File: src/rtl/apb_pkg.sv
// -----------------------------------------------------------------------------
// apb_pkg
// Shared definitions for the APB initiator that fronts the matmul accelerator:
//   - FSM state encoding of the APB master
//   - register offsets of the matmul slave port
//   - default wait-state timeout and a helper that sizes the timeout counter
// -----------------------------------------------------------------------------
package apb_pkg;

    // APB master transfer phases.
    typedef enum logic [1:0] {
        IDLE   = 2'd0,
        SETUP  = 2'd1,
        ACCESS = 2'd2,
        RESP   = 2'd3
    } apb_state_e;

    // Matmul accelerator slave register map (byte offsets).
    localparam logic [11:0] REG_CTRL  = 12'h000;
    localparam logic [11:0] REG_OPA   = 12'h004;
    localparam logic [11:0] REG_OPB   = 12'h008;
    localparam logic [11:0] REG_FLAGS = 12'h00C;
    localparam logic [11:0] REG_SP    = 12'h010;

    // Maximum ACCESS cycles without pready before the transfer is aborted.
    localparam int unsigned DEFAULT_TIMEOUT_CYCLES = 16;

    // Width of the wait-state counter. A disabled timeout (0) still gets a
    // 1-bit counter so the register never collapses to zero width.
    function automatic int unsigned timeout_cnt_width(input int unsigned cycles);
        return (cycles == 0) ? 1 : $clog2(cycles + 1);
    endfunction

endpackage : apb_pkg

File: src/rtl/apb_master.sv
// -----------------------------------------------------------------------------
// apb_master
// APB initiator: converts a valid/ready register request into one APB
// SETUP/ACCESS transfer and returns read data plus error/timeout status on a
// valid/ready response channel. One transfer is outstanding at a time.
//
// Ports
//   clk_i, rst_ni          clock (rising edge), asynchronous active-low reset
//   req_valid_i/ready_o    request handshake (ready is high only in IDLE)
//   req_write_i            1 = write, 0 = read
//   req_addr_i             byte address
//   req_wdata_i/strb_i     write data and per-element strobes
//   rsp_valid_o/ready_i    response handshake
//   rsp_rdata_o            read data (0 for writes and timeouts)
//   rsp_err_o              slave error or timeout
//   rsp_timeout_o          transfer aborted because pready never came
//   psel_o .. pstrb_o      APB request signals (all registered)
//   pready_i, pslverr_i,
//   prdata_i               APB completion signals from the slave
// -----------------------------------------------------------------------------
module apb_master
    import apb_pkg::*;
#(
    parameter int unsigned BUS_WIDTH      = 8,
    parameter int unsigned DATA_WIDTH     = 4,
    parameter int unsigned ADDR_WIDTH     = 12,
    parameter int unsigned MAX_DIM        = BUS_WIDTH / DATA_WIDTH,
    parameter int unsigned TIMEOUT_CYCLES = DEFAULT_TIMEOUT_CYCLES
) (
    input  logic                  clk_i,
    input  logic                  rst_ni,

    // request channel
    input  logic                  req_valid_i,
    output logic                  req_ready_o,
    input  logic                  req_write_i,
    input  logic [ADDR_WIDTH-1:0] req_addr_i,
    input  logic [BUS_WIDTH-1:0]  req_wdata_i,
    input  logic [MAX_DIM-1:0]    req_strb_i,

    // response channel
    output logic                  rsp_valid_o,
    input  logic                  rsp_ready_i,
    output logic [BUS_WIDTH-1:0]  rsp_rdata_o,
    output logic                  rsp_err_o,
    output logic                  rsp_timeout_o,

    // APB initiator port
    output logic                  psel_o,
    output logic                  penable_o,
    output logic                  pwrite_o,
    output logic [ADDR_WIDTH-1:0] paddr_o,
    output logic [BUS_WIDTH-1:0]  pwdata_o,
    output logic [MAX_DIM-1:0]    pstrb_o,
    input  logic                  pready_i,
    input  logic                  pslverr_i,
    input  logic [BUS_WIDTH-1:0]  prdata_i
);

    // -------------------------------------------------------------------------
    // Timeout counter sizing
    // -------------------------------------------------------------------------
    localparam int unsigned CNT_W      = timeout_cnt_width(TIMEOUT_CYCLES);
    localparam bit          TIMEOUT_EN = (TIMEOUT_CYCLES != 0);
    // The counter is cleared in SETUP and reads 0 in the first ACCESS cycle,
    // so reaching TIMEOUT_CYCLES-1 without pready means TIMEOUT_CYCLES ACCESS
    // cycles have elapsed.
    localparam logic [CNT_W-1:0] CNT_LAST =
        TIMEOUT_EN ? CNT_W'(TIMEOUT_CYCLES - 1) : '0;

    // -------------------------------------------------------------------------
    // State and registered outputs
    // -------------------------------------------------------------------------
    apb_state_e             state_reg,       state_next;
    logic                   psel_reg,        psel_next;
    logic                   penable_reg,     penable_next;
    logic                   pwrite_reg,      pwrite_next;
    logic [ADDR_WIDTH-1:0]  paddr_reg,       paddr_next;
    logic [BUS_WIDTH-1:0]   pwdata_reg,      pwdata_next;
    logic [MAX_DIM-1:0]     pstrb_reg,       pstrb_next;
    logic                   rsp_valid_reg,   rsp_valid_next;
    logic [BUS_WIDTH-1:0]   rsp_rdata_reg,   rsp_rdata_next;
    logic                   rsp_err_reg,     rsp_err_next;
    logic                   rsp_timeout_reg, rsp_timeout_next;
    logic [CNT_W-1:0]       cnt_reg,         cnt_next;

    // -------------------------------------------------------------------------
    // State register. Reset is asynchronous so a reset in the middle of a
    // transfer releases the bus immediately; the in-flight response is lost.
    // -------------------------------------------------------------------------
    always_ff @(posedge clk_i or negedge rst_ni) begin
        if (!rst_ni) begin
            state_reg       <= IDLE;
            psel_reg        <= 1'b0;
            penable_reg     <= 1'b0;
            pwrite_reg      <= 1'b0;
            paddr_reg       <= '0;
            pwdata_reg      <= '0;
            pstrb_reg       <= '0;
            rsp_valid_reg   <= 1'b0;
            rsp_rdata_reg   <= '0;
            rsp_err_reg     <= 1'b0;
            rsp_timeout_reg <= 1'b0;
            cnt_reg         <= '0;
        end else begin
            state_reg       <= state_next;
            psel_reg        <= psel_next;
            penable_reg     <= penable_next;
            pwrite_reg      <= pwrite_next;
            paddr_reg       <= paddr_next;
            pwdata_reg      <= pwdata_next;
            pstrb_reg       <= pstrb_next;
            rsp_valid_reg   <= rsp_valid_next;
            rsp_rdata_reg   <= rsp_rdata_next;
            rsp_err_reg     <= rsp_err_next;
            rsp_timeout_reg <= rsp_timeout_next;
            cnt_reg         <= cnt_next;
        end
    end

    // -------------------------------------------------------------------------
    // Next-state and next-output logic
    // -------------------------------------------------------------------------
    always_comb begin
        // hold everything unless a phase below changes it
        state_next       = state_reg;
        psel_next        = psel_reg;
        penable_next     = penable_reg;
        pwrite_next      = pwrite_reg;
        paddr_next       = paddr_reg;
        pwdata_next      = pwdata_reg;
        pstrb_next       = pstrb_reg;
        rsp_valid_next   = rsp_valid_reg;
        rsp_rdata_next   = rsp_rdata_reg;
        rsp_err_next     = rsp_err_reg;
        rsp_timeout_next = rsp_timeout_reg;
        cnt_next         = cnt_reg;

        case (state_reg)
            IDLE: begin
                if (req_valid_i) begin
                    pwrite_next  = req_write_i;
                    paddr_next   = req_addr_i;
                    pwdata_next  = req_wdata_i;
                    // strobes carry no meaning on reads; keep them quiet
                    pstrb_next   = req_write_i ? req_strb_i : '0;
                    psel_next    = 1'b1;
                    penable_next = 1'b0;
                    state_next   = SETUP;
                end
            end

            SETUP: begin
                penable_next = 1'b1;
                cnt_next     = '0;
                state_next   = ACCESS;
            end

            ACCESS: begin
                if (pready_i) begin
                    // normal completion; also wins over a same-cycle timeout
                    rsp_rdata_next   = pwrite_reg ? '0 : prdata_i;
                    rsp_err_next     = pslverr_i;
                    rsp_timeout_next = 1'b0;
                    psel_next        = 1'b0;
                    penable_next     = 1'b0;
                    rsp_valid_next   = 1'b1;
                    state_next       = RESP;
                end else if (TIMEOUT_EN && (cnt_reg == CNT_LAST)) begin
                    // hung slave: abandon the transfer and report it
                    rsp_rdata_next   = '0;
                    rsp_err_next     = 1'b1;
                    rsp_timeout_next = 1'b1;
                    psel_next        = 1'b0;
                    penable_next     = 1'b0;
                    rsp_valid_next   = 1'b1;
                    state_next       = RESP;
                end else begin
                    cnt_next = cnt_reg + CNT_W'(1);
                end
            end

            RESP: begin
                if (rsp_ready_i) begin
                    rsp_valid_next = 1'b0;
                    state_next     = IDLE;
                end
            end

            default: begin
                // unreachable encoding: park safely with the bus released
                state_next     = IDLE;
                psel_next      = 1'b0;
                penable_next   = 1'b0;
                rsp_valid_next = 1'b0;
            end
        endcase
    end

    // -------------------------------------------------------------------------
    // Outputs
    // -------------------------------------------------------------------------
    assign req_ready_o   = (state_reg == IDLE);

    assign psel_o        = psel_reg;
    assign penable_o     = penable_reg;
    assign pwrite_o      = pwrite_reg;
    assign paddr_o       = paddr_reg;
    assign pwdata_o      = pwdata_reg;
    assign pstrb_o       = pstrb_reg;

    assign rsp_valid_o   = rsp_valid_reg;
    assign rsp_rdata_o   = rsp_rdata_reg;
    assign rsp_err_o     = rsp_err_reg;
    assign rsp_timeout_o = rsp_timeout_reg;

endmodule : apb_master

File: config.mk
export PLATFORM = sky130hd
export DESIGN_NAME = apb_master
export DESIGN_NICKNAME = d
export VERILOG_FILES = /design/src/rtl/apb_pkg.sv /design/src/rtl/apb_master.sv
export SDC_FILE = /design/constraint.sdc
export NUM_CORES = 1
export LEC_CHECK = 0
export CORE_ASPECT_RATIO = 1.25
export CORE_MARGIN = 5
export CORE_UTILIZATION = 38
export CTS_CLUSTER_DIAMETER = 150
export DETAILED_ROUTE_END_ITERATION = 12
export GPL_ROUTABILITY_DRIVEN = 1
export PLACE_DENSITY = 0.78
export SYNTH_ARGS = -nofsm -noshare
export SYNTH_HDL_FRONTEND = slang
export SYNTH_SLANG_ARGS = --single-unit
export TNS_END_PERCENT = 30
File: constraint.sdc
create_clock -name clk_i -period 1.75 [get_ports clk_i]
set_input_delay 0.35 -clock clk_i [delete_from_list [all_inputs] [get_ports clk_i]]
set_output_delay 0.35 -clock clk_i [all_outputs]
set_load 0.005 [all_outputs]
# After elaboration in Yosys (flattened, before gate mapping)
# Cells that the tools add are included.
[totals]
inputBits = 37
ff_bits = 43
[classes]
addsub = 1
reduce_logical = 13
n_eq_ne = 9
mux = 24
[op_table]
columns = ["operator", "n"]
rows = [
  ["$mux W8", 3],
  ["$reduce_and A3 Y1", 5],
  ["$mux W2", 5],
  ["$mux W5", 2],
  ["$pmux W5 S2", 1],
  ["$mux W1", 9],
  ["$ne A2 B2 Y1 const B", 4],
  ["$pmux W2 S4", 1],
  ["$reduce_bool A2 Y1", 4],
  ["$add A5 B1 Y5 const B", 1],
  ["$eq A5 B4 Y1 const B", 1],
  ["$eq A2 B2 Y1 const B", 2],
  ["$pmux W1 S2", 2],
  ["$reduce_and A2 Y1", 2],
  ["$ne A3 B3 Y1 const B", 1],
  ["$pmux W1 S3", 1],
  ["$reduce_bool A3 Y1", 1],
  ["$eq A2 B1 Y1 const B", 1],
  ["$logic_not A2 Y1", 1],
]

# Logic depth before layout (Yosys ltp)
[logic_depth]
depth_word = 4
mapped_depth = 7

# Least setup slack after synthesis
# Ideal clock, no wire load.
[synth_timing]
path_kind = "register to register"
from = "register cnt_reg[0]"
to = "register cnt_reg[1]"
t_required_ps = 1629
path_buffers = 0
setup_time_ps = 121
arrival_ps = 1696
path_stages_with_launch = 7
slack_ps = -67
path_cell_list = "dfrtp_1 -> ha_1 -> and3_1 -> ha_1 -> nor2_2 -> mux2_2 -> a22o_1"
[synth_between]
elab_chain_len = 4
[synth_lines]
columns = ["item", "line", "rtl"]
rows = [
  ["start, declared", "apb_master.sv:85", "logic [CNT_W-1:0] cnt_reg, cnt_next;"],
  ["start signal, assigned", "apb_master.sv:117", "cnt_reg <= cnt_next;"],
  ["$add A5 B1 Y5", "apb_master.sv:179", "cnt_next = cnt_reg + CNT_W'(1);"],
  ["$mux W5", "apb_master.sv:169", "end else if (TIMEOUT_EN && (cnt_reg == CNT_LAST)) begin"],
  ["$mux W5", "apb_master.sv:160", "if (pready_i) begin"],
  ["$pmux W5 S2", "apb_master.sv:139", "case (state_reg)"],
]
# Parallel ways exist; a longest one is shown, timed or not. The select of a mux whose other input is x is not followed.
# A chain may end at the register's enable or synchronous reset.

# Worst setup path in the final report
[layout_timing]
from = "register cnt_reg[1]"
to = "register cnt_reg[1]"
# The elaborated chain is that of the path after synthesis.

==> metrics.txt <==
Switching Share 29.7%; worst-path cell chain ha_2 -> and3_4 -> ha_4 -> nor2_4 -> mux2_4 -> a22o_1; remaining global-route overflow 0; Synth Warn # 0; post-synthesis cell type count 23; Inserted Diodes 0; share of the synthesized area in the top cell type 58.7%; I/O Buffers 73; first-pass GRT wire length 6740 µm; drt pass-1 iters 4; setup violators final 0; critical path's largest stage delay 400 ps; cells on worst reg2reg path 6; NumNets Final 270; TritonCTS Buffers 5; Synth area leader dfrtp_1; max reg flops 12; R2R setup slack 20 ps; Avg Cell Area, Syn 13.6 µm²; Seq cells post-synth 43; Critical Path Sink cnt_reg[1]; area share of and/or/nand/nor cells after synthesis 6.90%; worst skew pair latency 290 ps; CTS root buffer clkbuf_8; LEAKAGE 0.00127 µW; Reg2Reg Launch Point cnt_reg[1]; Clock power frac 13.4%; row cnt 28; minimum clock period 1730 ps; WP buf/inv 0; Worst Path Required 1930 ps; largest net degree at the start of global routing 26; register area 1080 µm²; Max Root-Sink Buffers 2; HPWL after detailed placement 3150 µm; Hold WC Path Type reg -> reg; CP Capture Type flip-flop; Setup Skew 2.16 ps; Core ar. 4690 µm²; gpl congestion 0.809; Die X 72.1 µm; final count of hold timing violations 0; layout cells sized above 1 23.5%; Non-Filler Instances 286; Worst-Margin Slew 415 ps; crit path launch type flip-flop; ANT nets after route 0; largest family of logic cells by synthesized area multiplexers; Cell Pwr Density 1560 nW/µm²; Max Freq 579 MHz; Worst setup startpoint cnt_reg[1]; post-synthesis adder-cell area fraction 5.46%; # IOs 74; XOR/XNOR Fraction of Synth Area 0.956%; delay-heaviest family, CP flip-flops; Rel. slew slack 72.3%; vias in the first global route 1459; part of the power in registers 37.7%; starting density of the core 39.0%; CTS H-tree lvls 2; mux contribution to synthesized area 16.4%; post-synthesis net count 180; Slowest-stage cell, CP dfrtp_1; area growth from synthesis to layout 56.4%; residual DRC count 0; clock tree from TritonCTS built; WS Path Type reg -> reg; FF-to-FF End cnt_reg[1]; total wire length 4250 µm; Reg clk slew, reported paths 70 ps; Via density 4.83; initial DRC count 23; MaxCap Viol Count 0; Syn Inst Count 135; final period utilization 98.8%; critical-path maximum fanout 5; Psw 1330 µW; full die area 6320 µm²; Die H 87.6 µm; vias post-DR 1380; RSZ-0062 raised after global routing true; Levels on crit path 6; Comb power frac 48.9%; Synth Area in Compound Gates 9.63%; Slew Limit Fails 0; initial antenna violation count 0; drt wl/cell 14.9 µm; critical path arrival 1910 ps; FILL cells 406; Seq/Total Area, Yosys 58.7%; status complete, no violations; largest cells by area after synthesis dfrtp_1 (59%), mux2_2 (14%), a22o_1 (5.7%); Max VDD drop 828 µV; area of the multi-input gates 773 µm²; clk sink count 43; hold_ws 499 ps; dpl cells 274; GRT Util Overall 13.8%; Internal Power 3140 µW; Post-Syn Area 1830 µm²
final cells by class:
| class | count | share of cell area [%] |
|---|---|---|
| timing repair buffer | 87 | 29.5 |
| sequential | 43 | 37.6 |
| inverter | 4 | 0.524 |
| clock buffer | 7 | 2.66 |
| clock inverter | 1 | 0.175 |
| tap | 60 | 2.62 |
| multi-input combinational | 84 | 27.0 |
worst min-delay path, stage by stage, from the launching register on:
cell and delay [ps]:
dfrtp_1 350, nand2_1 50, o21ai_0 60
cell usage in the layout, fill, tap and decap left out, types with 2 or more instances in the layout:
cell type,Yosys,layout
dfrtp_1,43,43
nor2_4,0,2
o21ai_0,8,8
clkdlybuf4s50_1,0,71
mux2_2,23,22
ha_1,8,5
ha_4,0,2
nor2b_1,3,3
buf_4,0,12
mux2i_1,3,3
clkbuf_8,0,5
nor2_1,3,3
a21oi_1,2,2
inv_2,0,2
clkbuf_1,0,2
inv_1,4,2
xor2_1,2,2
a22o_1,12,12
nand2_1,8,8
cell families after synthesis:
kind of cell / after synthesis
AOI/OAI and AO/OA: 24
xor gates and xnor gates: 2
muxes: 27
adders and majority gates: 8
buffers and inverters: 8
and+or+nand+nor: 23
DFF: 43
routing by layer:
metal	routed length, µm	track usage (%)	part of all wire [%]
met3	404	6.54	9.5
met1	1690	15.6	40
met2	2100	22.7	49
met5	0	0	0
met4	63	5.13	1.5
cells in the mapped netlist:
cell type  instances
inv_1              4
o21ai_0            8
or3_1              1
mux2i_1            3
nor3b_2            1
buf_2              4
nor2_1             3
and4b_1            1
nor2_2             2
a22o_1            12
nor2b_1            3
nand2_1            8
nor3_1             1
a211oi_2           1
and3_1             2
dfrtp_1           43
mux2_1             1
a21oi_1            2
o2bb2ai_1          1
xor2_1             2
mux2_2            23
nor3b_1            1
ha_1               8
worst min-delay path by stage:
stage          cells past startpoint         end  startpoint  slack, ps
2_1_floorplan                      0  cnt_reg[0]      rst_ni         50
3_3_place_gp                       1      psel_o      rst_ni        320
3_5_place_dp                       1      psel_o      rst_ni        310
4_1_cts                            2  pstrb_o[0]  pstrb_o[0]        500
5_1_grt                            1  paddr_o[0]  paddr_o[0]        520
6_report                           2  pstrb_o[0]  pstrb_o[0]        500
power by group through the flow:
stage | clock network [µW] | logic [µW] | registers, µW
after detailed placement | 0 | 2090 | 1700
after global placement | 0 | 2050 | 1680
final | 599 | 2190 | 1690
after global routing | 667 | 2390 | 1750
after floorplan | 0 | 834 | 1730
after CTS | 623 | 2180 | 1680
repair_timing:
| item | 4_1_cts | 5_1_grt |
|---|---|---|
| pin swaps | 1 | 2 |
| hold buffers | 1 | 0 |
| endpoints found under the setup margin | 4 | 5 |
| setup buffers | 2 | 1 |
| resized for setup | 7 | 4 |
| endpoints found under the hold margin | 17 | 0 |
through the flow:
stage | total power, µW | util [%] | TNS (ps) | worst slack, ps | cell area [µm²]
floorplan | 2560 | - | 0 | 5.37 | 1840
detailed placement | 3790 | 57.7 | -198 | -114 | 2710
CTS | 4490 | 60.5 | -11.7 | -11.7 | 2840
global placement | 3730 | 57.7 | -120 | -73.3 | 2710
global route | 4800 | 61.0 | -32.7 | -32.7 | 2870
finish | 4470 | 61.0 | 0 | 21.9 | 2870
(Power assumes the default switching activity.)
